## config.mk

```make
export PLATFORM = sky130hd
export DESIGN_NAME = serial_subtractor
export DESIGN_NICKNAME = d
export VERILOG_FILES = /design/src/rtl/serial_arith_pkg.sv /design/src/rtl/full_subtractor.sv /design/src/rtl/serial_subtractor.sv
export SDC_FILE = /design/constraint.sdc
export NUM_CORES = 1
export LEC_CHECK = 0
export ABC_CLOCK_PERIOD_IN_PS = 2700
export CORE_MARGIN = 10
export CORE_UTILIZATION = 53
export DETAILED_ROUTE_END_ITERATION = 10
export GPL_ROUTABILITY_DRIVEN = 1
export GPL_TIMING_DRIVEN = 0
export PLACE_DENSITY = 0.82
export SYNTH_ARGS = -nofsm -noshare
export SYNTH_HDL_FRONTEND = slang
export SYNTH_SLANG_ARGS = --single-unit
```

## constraint.sdc

```tcl
create_clock -name clk -period 2.7 [get_ports clk]
set_input_delay 0.54 -clock clk [delete_from_list [all_inputs] [get_ports clk]]
set_output_delay 0.54 -clock clk [all_outputs]
set_load 0.03 [all_outputs]
```

## src/rtl/serial_arith_pkg.sv

```systemverilog
// Shared definitions for the bit-serial arithmetic blocks: the control state
// encoding and the bit-counter width helper.
package serial_arith_pkg;

   typedef enum logic [1:0] {
      IDLE = 2'd0,
      RUN  = 2'd1,
      DONE = 2'd2
   } state_t;

   // A width-1 operand still needs a one-bit counter, so $clog2 is floored at 1
   function automatic int CNT_W(input int data_width);
      return (data_width <= 1) ? 1 : $clog2(data_width);
   endfunction

endpackage

```

## src/rtl/full_subtractor.sv

```systemverilog
// One-bit full subtractor: diff = a - b - bin, with borrow-out.
module full_subtractor (
   input  logic a,
   input  logic b,
   input  logic bin,
   output logic diff,
   output logic bout
);

   assign diff = a ^ b ^ bin;
   assign bout = (~a & b) | (~(a ^ b) & bin);

endmodule

```

## src/rtl/serial_subtractor.sv

```systemverilog
// Bit-serial subtractor: diff = a - b - bin, LSB first, one bit per clock,
// with valid/ready handshakes on the operand and result sides.
module serial_subtractor
   import serial_arith_pkg::*;
#(
   parameter int DATA_WIDTH = 4
) (
   input  logic                  clk,
   input  logic                  rst_n,
   input  logic                  in_valid,
   output logic                  in_ready,
   input  logic [DATA_WIDTH-1:0] a,
   input  logic [DATA_WIDTH-1:0] b,
   input  logic                  bin,
   output logic                  out_valid,
   input  logic                  out_ready,
   output logic [DATA_WIDTH-1:0] diff,
   output logic                  bout
);

   localparam int            CW   = CNT_W(DATA_WIDTH);
   localparam logic [CW-1:0] LAST = CW'(DATA_WIDTH - 1);

   state_t                state_q;
   state_t                state_d;
   logic [DATA_WIDTH-1:0] a_sr;
   logic [DATA_WIDTH-1:0] b_sr;
   logic [DATA_WIDTH-1:0] res_sr;
   logic [DATA_WIDTH-1:0] res_next;
   logic [DATA_WIDTH-1:0] diff_q;
   logic                  br_q;
   logic                  bout_q;
   logic                  bit_diff;
   logic                  bit_bout;
   logic [CW-1:0]         cnt_q;
   logic                  last_bit;

   full_subtractor u_full_subtractor (
      .a    (a_sr[0]),
      .b    (b_sr[0]),
      .bin  (br_q),
      .diff (bit_diff),
      .bout (bit_bout)
   );

   assign last_bit = (cnt_q == LAST);

   // New diff bits enter at the MSB so after DATA_WIDTH shifts bit 0 lands at the LSB
   assign res_next = (res_sr >> 1) | (DATA_WIDTH'(bit_diff) << (DATA_WIDTH - 1));

   always_ff @(posedge clk or negedge rst_n) begin
      if (!rst_n) begin
         state_q <= IDLE;
      end else begin
         state_q <= state_d;
      end
   end

   always_comb begin
      state_d = state_q;
      case (state_q)
         IDLE:    if (in_valid)  state_d = RUN;
         RUN:     if (last_bit)  state_d = DONE;
         DONE:    if (out_ready) state_d = IDLE;
         default: state_d = IDLE;
      endcase
   end

   // Operands are sampled only at the accept edge; the result registers load
   // only on the final RUN edge so they stay stable through DONE and beyond.
   always_ff @(posedge clk or negedge rst_n) begin
      if (!rst_n) begin
         a_sr   <= '0;
         b_sr   <= '0;
         res_sr <= '0;
         br_q   <= 1'b0;
         cnt_q  <= '0;
         diff_q <= '0;
         bout_q <= 1'b0;
      end else begin
         case (state_q)
            IDLE: begin
               if (in_valid) begin
                  a_sr  <= a;
                  b_sr  <= b;
                  br_q  <= bin;
                  cnt_q <= '0;
               end
            end
            RUN: begin
               a_sr   <= a_sr >> 1;
               b_sr   <= b_sr >> 1;
               br_q   <= bit_bout;
               res_sr <= res_next;
               cnt_q  <= cnt_q + CW'(1);
               if (last_bit) begin
                  diff_q <= res_next;
                  bout_q <= bit_bout;
               end
            end
            default: begin
            end
         endcase
      end
   end

   assign in_ready  = (state_q == IDLE);
   assign out_valid = (state_q == DONE);
   assign diff      = diff_q;
   assign bout      = bout_q;

endmodule

```

==> results.py, run 1 <==
metrics = {
    "power_and_ir_drop": {
        "power.leakage_nw": 0.569,
        "ir_worst_vdd_uv": 607,
        "power_mw": 1.52,
        "powerDensity_nw_per_um2": 1230,
    },
    "place": {
        "place_hpwl_mm": 1.52,
        "io_buffers": 19,
        "place_area_um2": 1210,
        "gp_congestion": 0.729,
        "place_ws_ns": 0.545,
        "placed_cells_incl_taps": 117,
    },
    "final_layout": {
        "fillCellCount": 124,
        "most-common-layout-cells": "dfrtp_1, clkdlybuf4s50_1, inv_1",
        "postLayoutCoreUtil_pct": 71.0,
        "final_cells": 121,
        "nets": 112,
        "layout_commonest_cell": "dfrtp_1",
        "design_area_um2": 1240,
        "diodes": 0,
        "area_growth_pct": 25.2,
        "layout-drive-gt1-share_pct": 21.9,
    },
    "drt": {
        "drtIter0Drc": 35,
        "routed_wl_mm": 2.01,
        "via_per_inst": 5.54,
        "dr.pass1.iters": 5,
        "dr_total_vias": 670,
        "drt-wirelength-per-cell_um": 16.6,
        "drcViolationCount": 0,
        "drtAntennaViolNets": 0,
    },
    "status": {
        "status": "finished, final reports clean",
    },
    "timing": {
        "fin_ws_ns": 0.183,
        "hold_slack_ns": 0.492,
        "fmax_mhz": 397,
        "tns_ns": 0,
        "hold_viol": 0,
        "rsz0062_at_grt": "no",
        "max_slew.worst_pin.slew_ns": 0.934,
        "finalCritPeriodShare_pct": 93.2,
        "fin_crit_ns": 2.52,
        "slew_violations": 0,
        "skew_ns": 0.0134,
        "setup_viol": 0,
        "relSlewSlack_pct": 37.6,
    },
    "global_routing": {
        "grt_pass1_vias": 699,
        "grt.total_usage_pct": 10.8,
        "gr-total-overflow": 0,
        "antenna_found_initial": 0,
        "grt_max_degree": 22,
        "grt_pass1_wl_mm": 3.39,
    },
    "floorplan": {
        "core_um2": 1750,
        "die_h_um": 63.2,
        "die_width_um": 63.2,
        "die-area_um2": 4000,
        "row_count": 15,
        "initial_core_util_pct": 56.7,
        "io_pins": 20,
    },
    "clock_tree": {
        "htree_levels": 1,
        "post-cts-setup-buffers": 0,
        "cts_buffer_depth": 2,
        "path_clk_slew_ns": 0.13,
        "cts_sinks": 21,
        "insertion_delay_ns": 0.32,
        "cts_tree": "built",
        "numCtsBuffers": 3,
        "cts_hold_buf": 0,
        "cts_resized": 0,
        "cts.root.buffer_cell": "clkbuf_4",
    },
    "synth": {
        "synth_area_leader_cell": "dfrtp_1",
        "synth-seq-area-share_pct": 53.1,
        "syn_area_per_cell_um2": 13.6,
        "ys_top_cells_by_area": "dfrtp_1, mux2_4, a222oi_1",
        "syn-cell-area_um2": 990,
        "synthCells": 73,
        "syn-num-nets": 88,
        "synthDominantCellAreaShare_pct": 53.1,
        "ys_types": 29,
        "ys_ff_latch": 21,
        "ys_warn_count": 0,
    },
    "worst_setup_path": {
        "max_stage_delay_ns": 0.74,
        "critPathMaxFanout": 10,
        "required_ns": 2.16,
        "startpoint_type": "register",
        "slowest_stage": "clkdlybuf4s50_1",
        "cp.arrival_ns": 1.98,
        "crit_path_end_kind": "output port",
        "path_class": "register to output port",
        "crit_chain": "buf_6 -> nor2_1 -> clkdlybuf4s50_1",
    },
    "min_path": {
        "worstHoldPathType": "register to register",
    },
    "job": {
        "maxCapViolCount": 0,
    },
}
[cells by family after synthesis]
family                     Yosys count  synth area share, %
DFF                                 21                 53.1
and+or+nand+nor                     16                 13.9
AOI/OAI and AO/OA                   14                 12.9
buffers and inverters               11                 5.31
muxes                                9                 11.5
adders and majority gates            2                 3.29
[worst max-delay path, delay by kind of cell (launching register included)]
| family | cells | cell delay [ns] |
|---|---|---|
| simple gates | 1 | 0.25 |
| buf+inv | 2 | 0.92 |
| flops | 1 | 0.48 |
[state kept, by name, indices dropped and copies added (netlist names)]
signal and count:
a_sr 4, b_sr 4, diff 4, res_sr 3, cnt_q 2, state_q 2, bout 1, br_q 1
[report_power, final]
part / total, mW / switching [mW] / internal (mW) / leakage, nW
combinational: 0.794 / 0.374 / 0.420 / 0.300
sequential: 0.571 / 0.0978 / 0.473 / 0.251
clock: 0.156 / 0.101 / 0.0554 / 0.0177
total: 1.52 / 0.573 / 0.948 / 0.569
[cells in the mapped netlist]
master,n
nor2_1,1
clkbuf_2,2
inv_1,7
a222oi_1,4
buf_6,1
buf_2,1
a21oi_1,1
nand2b_4,1
or4b_1,3
o311ai_0,1
nor2b_1,5
o21bai_1,1
o221a_2,3
ha_1,1
o21ba_2,1
mux2_2,3
nor4bb_1,1
nand2b_1,1
dfrtp_1,21
nand2_1,1
o21ai_0,1
nand3b_4,1
a211o_1,1
fa_1,1
nor3b_1,1
a22o_1,1
mux2i_1,2
mux2_4,4
nand4bb_1,1
[layout make-up]
cell class / count / area [um2] / share of cell area (%)
flip-flops and latches: 21 / 526 / 42.4
multi-input cells: 41 / 412 / 33.2
repair buffers: 19 / 190 / 15.4
well taps: 25 / 31.3 / 2.53
plain buffers: 4 / 26.3 / 2.12
inverters: 7 / 26.3 / 2.12
clock buffers: 3 / 22.5 / 1.82
clock inverters: 1 / 5.00 / 0.404
[metal layers]
layer	wire, um	track usage, %
met1	832	12.0
met2	969	16.5
met3	129	3.89
met4	79	7.92
met5	0	0
[path summary, 6_finish.rpt]
| kind | from | endpoint | slack (ns) | depth (start not counted) |
|---|---|---|---|---|
| setup / recovery | state_q[0] | in_ready | 0.18 | 3 |
| hold / removal | cnt_q[0] | cnt_q[0] | 0.49 | 1 |
| setup reg to reg | state_q[0] | b_sr[1] | 1.31 | 3 |
| hold reg to reg | cnt_q[0] | cnt_q[0] | 0.49 | 1 |
| max in group asynchronous | rst_n | b_sr[1] | 1.39 | 1 |
| min in group asynchronous | rst_n | diff[0] | 0.73 | 1 |
No activity file was read; power rests on OpenSTA's default activity.
==> run 2, diff against run 1 <==
Settings changed: CTS_BUF_LIST from default to sky130_fd_sc_hd__clkbuf_4 sky130_fd_sc_hd__clkbuf_8 sky130_fd_sc_hd__clkbuf_16.
==> results of run 2 <==
Final layout, timing and power as in run 1 (identical DEF).
==> run 3, diff against run 2 <==
Settings changed: CORE_MARGIN 10 to 1.5.
==> run 3 against run 2 <==
Against the previous run:
- clock power barely moved
- worst setup slack improved by 0.016 ns
- flip-flop and latch count did not move
- utilization did not move
- combinational power barely moved
- cell count did not move
==> results.py, run 3 (synthesis gave the netlist of run 1 again) <==
metrics = {
    "clock_tree": {
        "cts_tree": "built",
        "cts_buffer_depth": 2,
        "numCtsBuffers": 3,
        "cts_resized": 0,
        "post-cts-setup-buffers": 0,
        "path_clk_slew_ns": 0.12,
        "cts_hold_buf": 0,
        "cts.root.buffer_cell": "clkbuf_4",
        "insertion_delay_ns": 0.31,
        "htree_levels": 1,
        "cts_sinks": 21,
    },
    "status": {
        "status": "finished, final reports clean",
    },
    "drt": {
        "drtIter0Drc": 33,
        "dr_total_vias": 668,
        "routed_wl_mm": 1.82,
        "drt-wirelength-per-cell_um": 15.1,
        "dr.pass1.iters": 4,
        "via_per_inst": 5.52,
        "drcViolationCount": 0,
        "drtAntennaViolNets": 0,
    },
    "power_and_ir_drop": {
        "power_mw": 1.51,
        "power.leakage_nw": 0.569,
        "ir_worst_vdd_uv": 614,
        "powerDensity_nw_per_um2": 1220,
    },
    "timing": {
        "skew_ns": 0.00614,
        "hold_slack_ns": 0.493,
        "tns_ns": 0,
        "fin_ws_ns": 0.198,
        "setup_viol": 0,
        "finalCritPeriodShare_pct": 92.7,
        "rsz0062_at_grt": "no",
        "hold_viol": 0,
        "max_slew.worst_pin.slew_ns": 0.942,
        "slew_violations": 0,
        "fin_crit_ns": 2.50,
        "relSlewSlack_pct": 37.0,
        "fmax_mhz": 400,
    },
    "global_routing": {
        "gr-total-overflow": 0,
        "grt_pass1_wl_mm": 2.99,
        "grt_max_degree": 22,
        "antenna_found_initial": 0,
        "grt_pass1_vias": 692,
        "grt.total_usage_pct": 20.8,
    },
    "final_layout": {
        "most-common-layout-cells": "dfrtp_1, clkdlybuf4s50_1, inv_1",
        "layout_commonest_cell": "dfrtp_1",
        "nets": 112,
        "layout-drive-gt1-share_pct": 21.9,
        "design_area_um2": 1240,
        "area_growth_pct": 25.2,
        "diodes": 0,
    },
    "worst_setup_path": {
        "cp.arrival_ns": 1.96,
        "crit_path_end_kind": "output port",
        "path_class": "register to output port",
        "critPathMaxFanout": 10,
        "required_ns": 2.16,
        "startpoint_type": "register",
    },
    "place": {
        "place_ws_ns": 0.561,
        "io_buffers": 19,
        "place_area_um2": 1210,
        "gp_congestion": 0.764,
        "place_hpwl_mm": 1.34,
    },
    "min_path": {
        "worstHoldPathType": "register to register",
    },
    "floorplan": {
        "die_width_um": 46.2,
        "io_pins": 20,
        "core_um2": 1750,
        "die_h_um": 46.2,
        "initial_core_util_pct": 56.7,
        "die-area_um2": 2140,
        "row_count": 15,
    },
    "job": {
        "maxCapViolCount": 0,
    },
}
-- run 3: cell counts in the layout (fill, tap and decap cells not counted) --
Identical to the previous run, type by type.
-- run 3: cell type report --
class	instances	area, um2
Buffer	4	26.3
Clock buffer	3	22.5
Fill cell	129	507
Multi-Input combinational cell	41	412
Sequential cell	21	526
Tap cell	25	31.3
Clock inverter	1	5.00
Timing Repair Buffer	19	190
Inverter	7	26.3
-- run 3: final timing paths --
| path | from | to | slack [ns] | cells after the start |
|---|---|---|---|---|
| setup / recovery | state_q[1] | in_ready | 0.20 | 3 |
| hold / removal | cnt_q[0] | cnt_q[0] | 0.49 | 1 |
| setup reg to reg | state_q[0] | b_sr[1] | 1.32 | 3 |
| hold reg to reg | cnt_q[0] | cnt_q[0] | 0.49 | 1 |
| max in group asynchronous | rst_n | b_sr[3] | 1.38 | 1 |
| min in group asynchronous | rst_n | a_sr[0] | 0.74 | 1 |
-- run 3: layer usage --
layer  GRT usage (%)  up-vias  part of all wire, %  wire length, um
met1            22.5      327                   42              771
met4            13.7        0                  3.0               54
met3            3.53        5                  4.2               76
met5               0        -                    0                0
li1                -      316                    -                -
met2            36.7       20                   50              920
-- run 3: through the flow --
step,utilization [%],instances
6_report,71.0,121
3_3_place_gp,69.4,117
3_5_place_dp,69.4,117
4_1_cts,71.0,121
2_1_floorplan,-,73
5_1_grt,71.0,121
-- run 3: critical path, cell delays in order, from the launching register on --
cell	delay (ns)
dfrtp_1	0.44
clkbuf_2	0.19
nor2_1	0.29
clkdlybuf4s50_1	0.73
-- run 3: power by group --
part | internal (mW) | switching (mW)
Clock | 0.0555 | 0.0972
Sequential | 0.473 | 0.0954
Combinational | 0.420 | 0.371
